==> src/rtl/alu_shift_sequencer.sv <==
// Iterates a single-bit ALU shift/rotate once per clock to build multibit SHL/SHR/SAR/ROL/ROR/RCL/RCR.
// Latency count+1 cycles (1 for count 0 / non-shift ops); start is honoured only while ready is high.
`ifndef MC_ALUOp_t_BITS
`define MC_ALUOp_t_BITS 5
`endif

module alu_shift_sequencer #(
  parameter int COUNT_BITS = 5
) (
  input  logic                        clk,
  input  logic                        reset,
  input  logic                        start,
  input  logic [`MC_ALUOp_t_BITS-1:0] op,
  input  logic                        is_8_bit,
  input  logic [15:0]                 operand,
  input  logic [COUNT_BITS-1:0]       count,
  input  logic [15:0]                 flags_in,
  output logic                        ready,
  output logic                        done,
  output logic [15:0]                 result,
  output logic [15:0]                 flags_out,
  output logic [15:0]                 alu_a,
  output logic [`MC_ALUOp_t_BITS-1:0] alu_op,
  output logic                        alu_is_8_bit,
  output logic [15:0]                 alu_flags_in,
  output logic                        alu_multibit_shift,
  output logic [4:0]                  alu_shift_count,
  input  logic [15:0]                 alu_out,
  input  logic [15:0]                 alu_flags_out
);

  localparam logic [`MC_ALUOp_t_BITS-1:0] OP_SHL = `MC_ALUOp_t_BITS'(10);
  localparam logic [`MC_ALUOp_t_BITS-1:0] OP_SHR = `MC_ALUOp_t_BITS'(11);
  localparam logic [`MC_ALUOp_t_BITS-1:0] OP_SAR = `MC_ALUOp_t_BITS'(12);
  localparam logic [`MC_ALUOp_t_BITS-1:0] OP_ROL = `MC_ALUOp_t_BITS'(13);
  localparam logic [`MC_ALUOp_t_BITS-1:0] OP_ROR = `MC_ALUOp_t_BITS'(14);
  localparam logic [`MC_ALUOp_t_BITS-1:0] OP_RCL = `MC_ALUOp_t_BITS'(15);
  localparam logic [`MC_ALUOp_t_BITS-1:0] OP_RCR = `MC_ALUOp_t_BITS'(16);

  typedef enum logic [1:0] {
    ST_IDLE,
    ST_RUN,
    ST_DONE
  } state_t;

  state_t                        state;
  logic [15:0]                   acc;
  logic [15:0]                   flag_reg;
  logic [COUNT_BITS-1:0]         remaining;
  logic [`MC_ALUOp_t_BITS-1:0]   op_q;
  logic                          is_8_bit_q;
  logic                          is_shift_op;
  logic [15:0]                   step_val;

  always_comb begin
    is_shift_op = 1'b0;
    case (op)
      OP_SHL, OP_SHR, OP_SAR, OP_ROL, OP_ROR, OP_RCL, OP_RCR: is_shift_op = 1'b1;
      default: is_shift_op = 1'b0;
    endcase
  end

  // Byte ops leave the ALU's upper byte undefined, so it is discarded every step.
  assign step_val = is_8_bit_q ? {8'h00, alu_out[7:0]} : alu_out;

  assign alu_a              = acc;
  assign alu_op             = op_q;
  assign alu_is_8_bit       = is_8_bit_q;
  assign alu_flags_in       = flag_reg;
  assign alu_multibit_shift = 1'b0;
  assign alu_shift_count    = 5'd1;

  always_ff @(posedge clk or posedge reset) begin
    if (reset) begin
      state      <= ST_IDLE;
      ready      <= 1'b1;
      done       <= 1'b0;
      result     <= '0;
      flags_out  <= '0;
      acc        <= '0;
      flag_reg   <= '0;
      remaining  <= '0;
      op_q       <= '0;
      is_8_bit_q <= 1'b0;
    end else begin
      case (state)
        ST_IDLE: begin
          done <= 1'b0;
          if (start) begin
            acc        <= operand;
            flag_reg   <= flags_in;
            op_q       <= op;
            is_8_bit_q <= is_8_bit;
            remaining  <= count;
            ready      <= 1'b0;
            if (count == '0 || !is_shift_op) begin
              state     <= ST_DONE;
              done      <= 1'b1;
              result    <= operand;
              flags_out <= flags_in;
            end else begin
              state <= ST_RUN;
            end
          end
        end
        ST_RUN: begin
          acc       <= step_val;
          flag_reg  <= alu_flags_out;
          remaining <= remaining - COUNT_BITS'(1);
          // Publish on the last step so done and result appear together.
          if (remaining == COUNT_BITS'(1)) begin
            state     <= ST_DONE;
            done      <= 1'b1;
            result    <= step_val;
            flags_out <= alu_flags_out;
          end
        end
        ST_DONE: begin
          done  <= 1'b0;
          ready <= 1'b1;
          state <= ST_IDLE;
        end
        default: begin
          done  <= 1'b0;
          ready <= 1'b1;
          state <= ST_IDLE;
        end
      endcase
    end
  end

endmodule

==> config.mk <==
export PLATFORM = sky130hd
export DESIGN_NAME = alu_shift_sequencer
export DESIGN_NICKNAME = d
export VERILOG_FILES = /design/src/rtl/alu_shift_sequencer.sv
export SDC_FILE = /design/constraint.sdc
export NUM_CORES = 1
export LEC_CHECK = 0
export ABC_CLOCK_PERIOD_IN_PS = 5400
export BUFFER_PORTS_ARGS = -buffer_cell sky130_fd_sc_hd__buf_2
export CAP_MARGIN = 5
export CORE_UTILIZATION = 40
export CTS_BUF_LIST = sky130_fd_sc_hd__clkbuf_8
export CTS_CLUSTER_DIAMETER = 120
export DETAILED_ROUTE_END_ITERATION = 10
export GPL_ROUTABILITY_DRIVEN = 0
export PLACE_DENSITY = 0.68
export SLEW_MARGIN = 30
export SYNTH_ARGS = -nofsm -noshare
export SYNTH_HDL_FRONTEND = slang
export SYNTH_SLANG_ARGS = --single-unit
==> constraint.sdc <==
create_clock -name clk -period 5.4 [get_ports clk]
set_input_delay 1.08 -clock clk [delete_from_list [all_inputs] [get_ports clk]]
set_output_delay 1.08 -clock clk [all_outputs]
set_load 0.02 [all_outputs]
Word level (Yosys, flattened, before mapping)

Cells that the tools add are included.

Register bits: 79
Input port bits: 78
Output and inout port bits: 78
Word-level logic and storage cells: 61

$add $sub $neg: 1
Equality and inequality tests: 12
Mux-type cells: 26
Bitwise gates (word level): 1
Reductions and logical operators: 11

Operator list:

| operator            | count |
|---|---|
| $mux 16             | 9 |
| $pmux 16 s2         | 4 |
| $eq 5x4->1 const B  | 6 |
| $pmux 5 s2          | 1 |
| $reduce_and 2->1    | 4 |
| $reduce_or 7->1     | 1 |
| $mux 2              | 3 |
| $ne 2x2->1 const B  | 3 |
| $eq 5x1->1 const B  | 1 |
| $eq 5x5->1 const B  | 1 |
| $logic_not 5->1     | 1 |
| $mux 1              | 5 |
| $mux 5              | 1 |
| $sub 5x1->5 const B | 1 |
| $pmux 1 s2          | 2 |
| $pmux 2 s2          | 1 |
| $reduce_and 4->1    | 1 |
| $eq 2x1->1 const B  | 1 |
| $logic_not 2->1     | 1 |
| $reduce_bool 2->1   | 1 |
| $logic_not 1->1     | 1 |
| $logic_or 1x1->1    | 1 |
| $not 1->1           | 1 |

Logic depth before layout (Yosys ltp)

Depth in word-level cells: 8
Gate-level depth with buffers: 7
Depth with buffers taken out: 6

Worst setup path after synthesis

OpenSTA, ideal clock, no wires.

Path kind: input-to-reg
Start point: input count[2]
End point: register flags_out[0]
Setup time: 125 ps
Data arrival time: 2,327 ps
Data required time: 5,275 ps
Path slack: 2,948 ps
Cell stages on the path: 5
Path buffers: 1
Cell sequence: or4_4 -> o21ai_2 -> o21bai_4 -> buf_6 -> mux2_4

Cells in the longest elaborated chain, start to end: 4

Ends and longest elaborated chain:

| what                              | RTL line | source |
|---|---|---|
| start: declaration                | 16       | `input logic [COUNT_BITS-1:0] count,` |
| $logic_not 5->1                   | 96       | `if (count == '0 \|\| !is_shift_op) begin` |
| $logic_or 1x1->1                  | 96       |  |
| $ne 2x2->1 (no source line)       | --       |  |
| $reduce_and 4->1 (no source line) | --       |  |
| end signal: assignment            | 100      | `flags_out <= flags_in;` |
| end signal: assignment            | 115      | `flags_out <= alu_flags_out;` |
| end: declaration                  | 21       | `output logic [15:0] flags_out,` |

Every way passes these cells.
A chain may end at the register's enable or synchronous reset.

Worst setup path after layout

Start point: input op[0]
End point: register flags_out[9]

Cells in the longest elaborated chain, start to end: 7
Elaborated cells between the ends (all ways): 13
Those cells by class: 8 x eq/ne; 1 x mux; 4 x reduce/logical

Ends and longest elaborated chain:

| what                                            | RTL line | source |
|---|---|---|
| start: declaration                              | 13       | `` input logic [`MC_ALUOp_t_BITS-1:0] op, `` |
| $eq 5x4->1 / $eq 5x5->1 (equally long branches) | 57       | `case (op)` |
| $reduce_or 7->1 *                               | 57       |  |
| $mux 1 *                                        | 57       |  |
| $logic_not 1->1 *                               | 96       |  |
| $logic_or 1x1->1 *                              | 96       |  |
| $ne 2x2->1 (no source line) *                   | --       |  |
| $reduce_and 4->1 (no source line) *             | --       |  |

Every way passes the cells marked *; elsewhere a longest branch is shown, timed or not.

==> results.md <==
- The final antenna diode count is 0.
- The sequential fraction of the synthesis area is 51.6%.
- Dividing the final minimum period by the clock period gives 51.9%.
- The worst hold margin is 0.476 ns.
- The worst path needs 2.80 ns of the cycle, external delays included.
- The leakage power figure is 2.59 nW.
- The number of warnings issued by yosys is 0.
- The number of DRC violations after detailed-routing iteration 0 is 82.
- The deepest level of the CTS H-tree is 3.
- The final hold violation count is 0.
- The count of endpoints failing setup in the final report is 0.
- The internal cell power is 0.00176 W.
- The count of non-filler cells in the finished layout is 640.
- Synthesis produced 364 cells.
- The total clock buffers created by CTS is 9.
- In the final design database the tool counted 586 nets.
- From synthesis to final layout, the design area changed by 26.2%.
- After detailed routing, the number of remaining DRC violations is 0.
- Global routing finished with a remaining overflow of 0.
- Per report_power, the combinational group accounts for 51.9% of the total.
- The total iterations of the first detailed-routing run is 4.
- The dominant synthesized flop cell is sky130_fd_sc_hd__dfrtp_1.
- The largest net degree at the start of global routing is 71.
- The hold buffer count at cts is 0.
- The post-synthesis sequential element count is 79.
- For the worst setup path, the data arrival time is 3.03 ns.
- The worst path required time is 5.62 ns.
- The die is 99.9 µm tall.
- Adding up every negative setup slack in the final design gives 0 ns.
- Global routing used 19.1% of the available tracks across all layers.
- Across the VDD grid, the largest voltage drop is 0.207 mV.
- The relative contribution of the clock network to total power is 13.2%.
- TritonCTS built the clock tree.
- The mean area per synthesized cell is 10.5 µm².
- Setup repair after global routing left no endpoint under its margin.
- The post-CTS clock slew at the launch and capture registers of the worst setup and hold paths is 0.08 ns.
- Measured along the x axis, the die boundary spans 99.9 µm.
- The distinct cell type count of the synthesized netlist is 33.
- The first global-routing pass estimated 14,900 µm of wire.
- The most common cell after layout, fill and taps aside is sky130_fd_sc_hd__buf_2.
- The initial standard-cell utilization of the core is 41.3%.
- The share of total power dissipated in sequential elements is 34.9%.
- The HPWL after detailed placement is 6400 µm.
- The sort of element at the start of the critical path is an input pin.
- The routed length per instance is 14.4 µm.
- The total area inside the core boundary comes to 9280 µm².
- The largest fanout on the critical path is 19.
- The number of antenna violations at the first check in global routing is 0.
- The relative slew slack is 51.6%.
- The synthesized netlist occupies a cell area of 3830 µm².
- The die covers 9980 µm².
- The worst clock skew is 0.0103 ns.
- The number of max-slew violations in the final report is 0.
- The per-cell via count in the routed design is 4.90.
- The overall power consumption is 0.00309 W.
- The final-layout fill cell count is 888.
- The ratio of total power to cell area is 639 nW/µm².
- Max-cap violations in this run came to 0.
- In this run, synthesis inferred 0 flip-flops with an integrated enable.
- Of the total power, the share spent switching nets is 43.2%.
- The clock sink count is 79.
- In this run, post-CTS repair resized a total of 0 instances.
- The top cell types in the final layout, fill and taps aside, are sky130_fd_sc_hd__buf_2, sky130_fd_sc_hd__nand2_1, sky130_fd_sc_hd__dfrtp_1.
- The slew at the pin closest to its max-slew limit is 0.726 ns.
- In this run the worst hold path is classified as reg2reg.
- The via count of the first global-routing pass came to 3,071.
- The top-level port count is 156.
- STA classifies the critical path endpoint as a flip-flop.
- The longest clock path from root to sink contains 2 buffers.
- In this run the core area contains 35 standard-cell rows.
- The number of placed instances, taps included, is 624.
- The number of buffers added on ports is 149.
- The later pin in the worst-skew pair is clocked with a latency of 0.34 ns.
- The aggregate routed wire length is 9190 µm.
- For this block, the via count after detailed routing is 3,134.
- Clock tree synthesis selected as its root buffer the cell sky130_fd_sc_hd__clkbuf_8.
- After routing the design area is 4840 µm².
- The fraction of synthesis flops using an asynchronous set or reset pin is 100%.
- The placed cell area is 4650 µm².
- The run finished with clean final reports.
- Once detail routing completed, the nets flagged for antenna violations numbered 0.
- The switching power is 0.00134 W.
- Derived from the worst setup path, the maximum achievable clock frequency is 357 MHz.
- The critical path start-end classification is in2reg.
- Once the clock tree was built, the setup fixing pass inserted 0 buffers.
- In the final layout, the share of cells above drive strength 1 is 40.7%.
[registers in the layout, summed over array words and instances, names as in the netlist]
name,flops
alu_a,16
alu_flags_in,16
alu_is_8_bit,1
alu_op,5
done,1
flags_out,16
ready,1
remaining,5
result,16
state,2
[area by class of cell]
class,count,area (µm²),area share (%)
Sequential cell,79,1980,40.9
Inverter,4,16.3,0.336
Clock buffer,11,151,3.13
Timing Repair Buffer,154,783,16.2
Clock inverter,5,32.5,0.673
Tap cell,129,161,3.34
Multi-Input combinational cell,258,1710,35.4
[worst max-delay path, stage by stage]
cell and delay, ns:
sky130_fd_sc_hd__buf_2 0.10, sky130_fd_sc_hd__nor4_1 0.27, sky130_fd_sc_hd__a2bb2oi_1 0.19, sky130_fd_sc_hd__o21bai_4 0.55
sky130_fd_sc_hd__buf_4 0.45, sky130_fd_sc_hd__mux2_2 0.38
[through the flow]
step	setup WS (ns)	utilization, %
2_1_floorplan	2.30	-
3_3_place_gp	2.25	50.1
3_5_place_dp	2.16	50.1
4_1_cts	2.54	52.1
5_1_grt	2.41	52.1
6_report	2.60	52.1
[kinds of logic after synthesis]
kind of cell,Yosys count,share of synthesized area [%]
DFF,79,51.6
adders and majority gates,2,0.653
other,2,0.196
AOI/OAI and AO/OA,46,7.05
buffers and inverters,31,4.41
and+or+nand+nor,139,15.2
muxes,65,20.9
[final timing paths]
| kind | endpoint | from | depth (start not counted) | slack (ns) |
|---|---|---|---|---|
| worst max-delay path | flags_out[9]$_DFFE_PP0P_ | op[0] | 6 | 2.60 |
| worst min-delay path | alu_op[4]$_DFFE_PP0P_ | alu_op[4]$_DFFE_PP0P_ | 2 | 0.48 |
| worst max register to register | result[1]$_DFFE_PP0P_ | remaining[1]$_DFFE_PP0P_ | 7 | 3.00 |
| worst min register to register | alu_op[4]$_DFFE_PP0P_ | alu_op[4]$_DFFE_PP0P_ | 2 | 0.48 |
| max in group asynchronous | flags_out[7]$_DFFE_PP0P_ | reset | 3 | 3.61 |
| min in group asynchronous | alu_a[1]$_DFFE_PP0P_ | reset | 2 | 0.82 |
[cell usage after synthesis (2+ instances only)]
cell type / count / share of area, %
sky130_fd_sc_hd__mux2i_1: 33 / 8.6
sky130_fd_sc_hd__buf_2: 3 / 0.39
sky130_fd_sc_hd__dfrtp_1: 78 / 51
sky130_fd_sc_hd__inv_1: 4 / 0.39
sky130_fd_sc_hd__nand2_1: 111 / 11
sky130_fd_sc_hd__mux2_4: 29 / 11
sky130_fd_sc_hd__o211ai_1: 2 / 0.39
sky130_fd_sc_hd__buf_4: 7 / 1.4
sky130_fd_sc_hd__ha_1: 2 / 0.65
sky130_fd_sc_hd__clkbuf_1: 14 / 1.4
sky130_fd_sc_hd__nand3b_1: 8 / 1.6
sky130_fd_sc_hd__nor2_1: 9 / 0.88
sky130_fd_sc_hd__a311oi_1: 2 / 0.46
sky130_fd_sc_hd__o21ai_0: 35 / 4.6
sky130_fd_sc_hd__a21oi_1: 2 / 0.26
sky130_fd_sc_hd__conb_1: 2 / 0.20
sky130_fd_sc_hd__buf_6: 3 / 0.88
sky130_fd_sc_hd__nand3_1: 2 / 0.26
sky130_fd_sc_hd__nand2b_1: 2 / 0.33
sky130_fd_sc_hd__mux2_2: 3 / 0.88
[layer usage]
metal  share of wire, %  global-route usage [%]  up-vias
met5                  0                       0        -
met4                1.6                    6.90        0
met3                6.2                    3.90       13
met2                 47                    30.7      115
met1                 45                    25.6     1501
li1                   -                       -     1505
[power groups by stage]
| stage | sequential (W) | clock (W) | combinational, W |
|---|---|---|---|
| 3_5_place_dp | 0.00109 | 0 | 0.00163 |
| 3_3_place_gp | 0.00108 | 0 | 0.00159 |
| 4_1_cts | 0.00108 | 0.000425 | 0.00163 |
| 6_report | 0.00108 | 0.000408 | 0.00161 |
| 2_1_floorplan | 0.00140 | 0 | 0.000822 |
| 5_1_grt | 0.00112 | 0.000448 | 0.00175 |
Note: power is estimated with default switching activity, not from simulation.
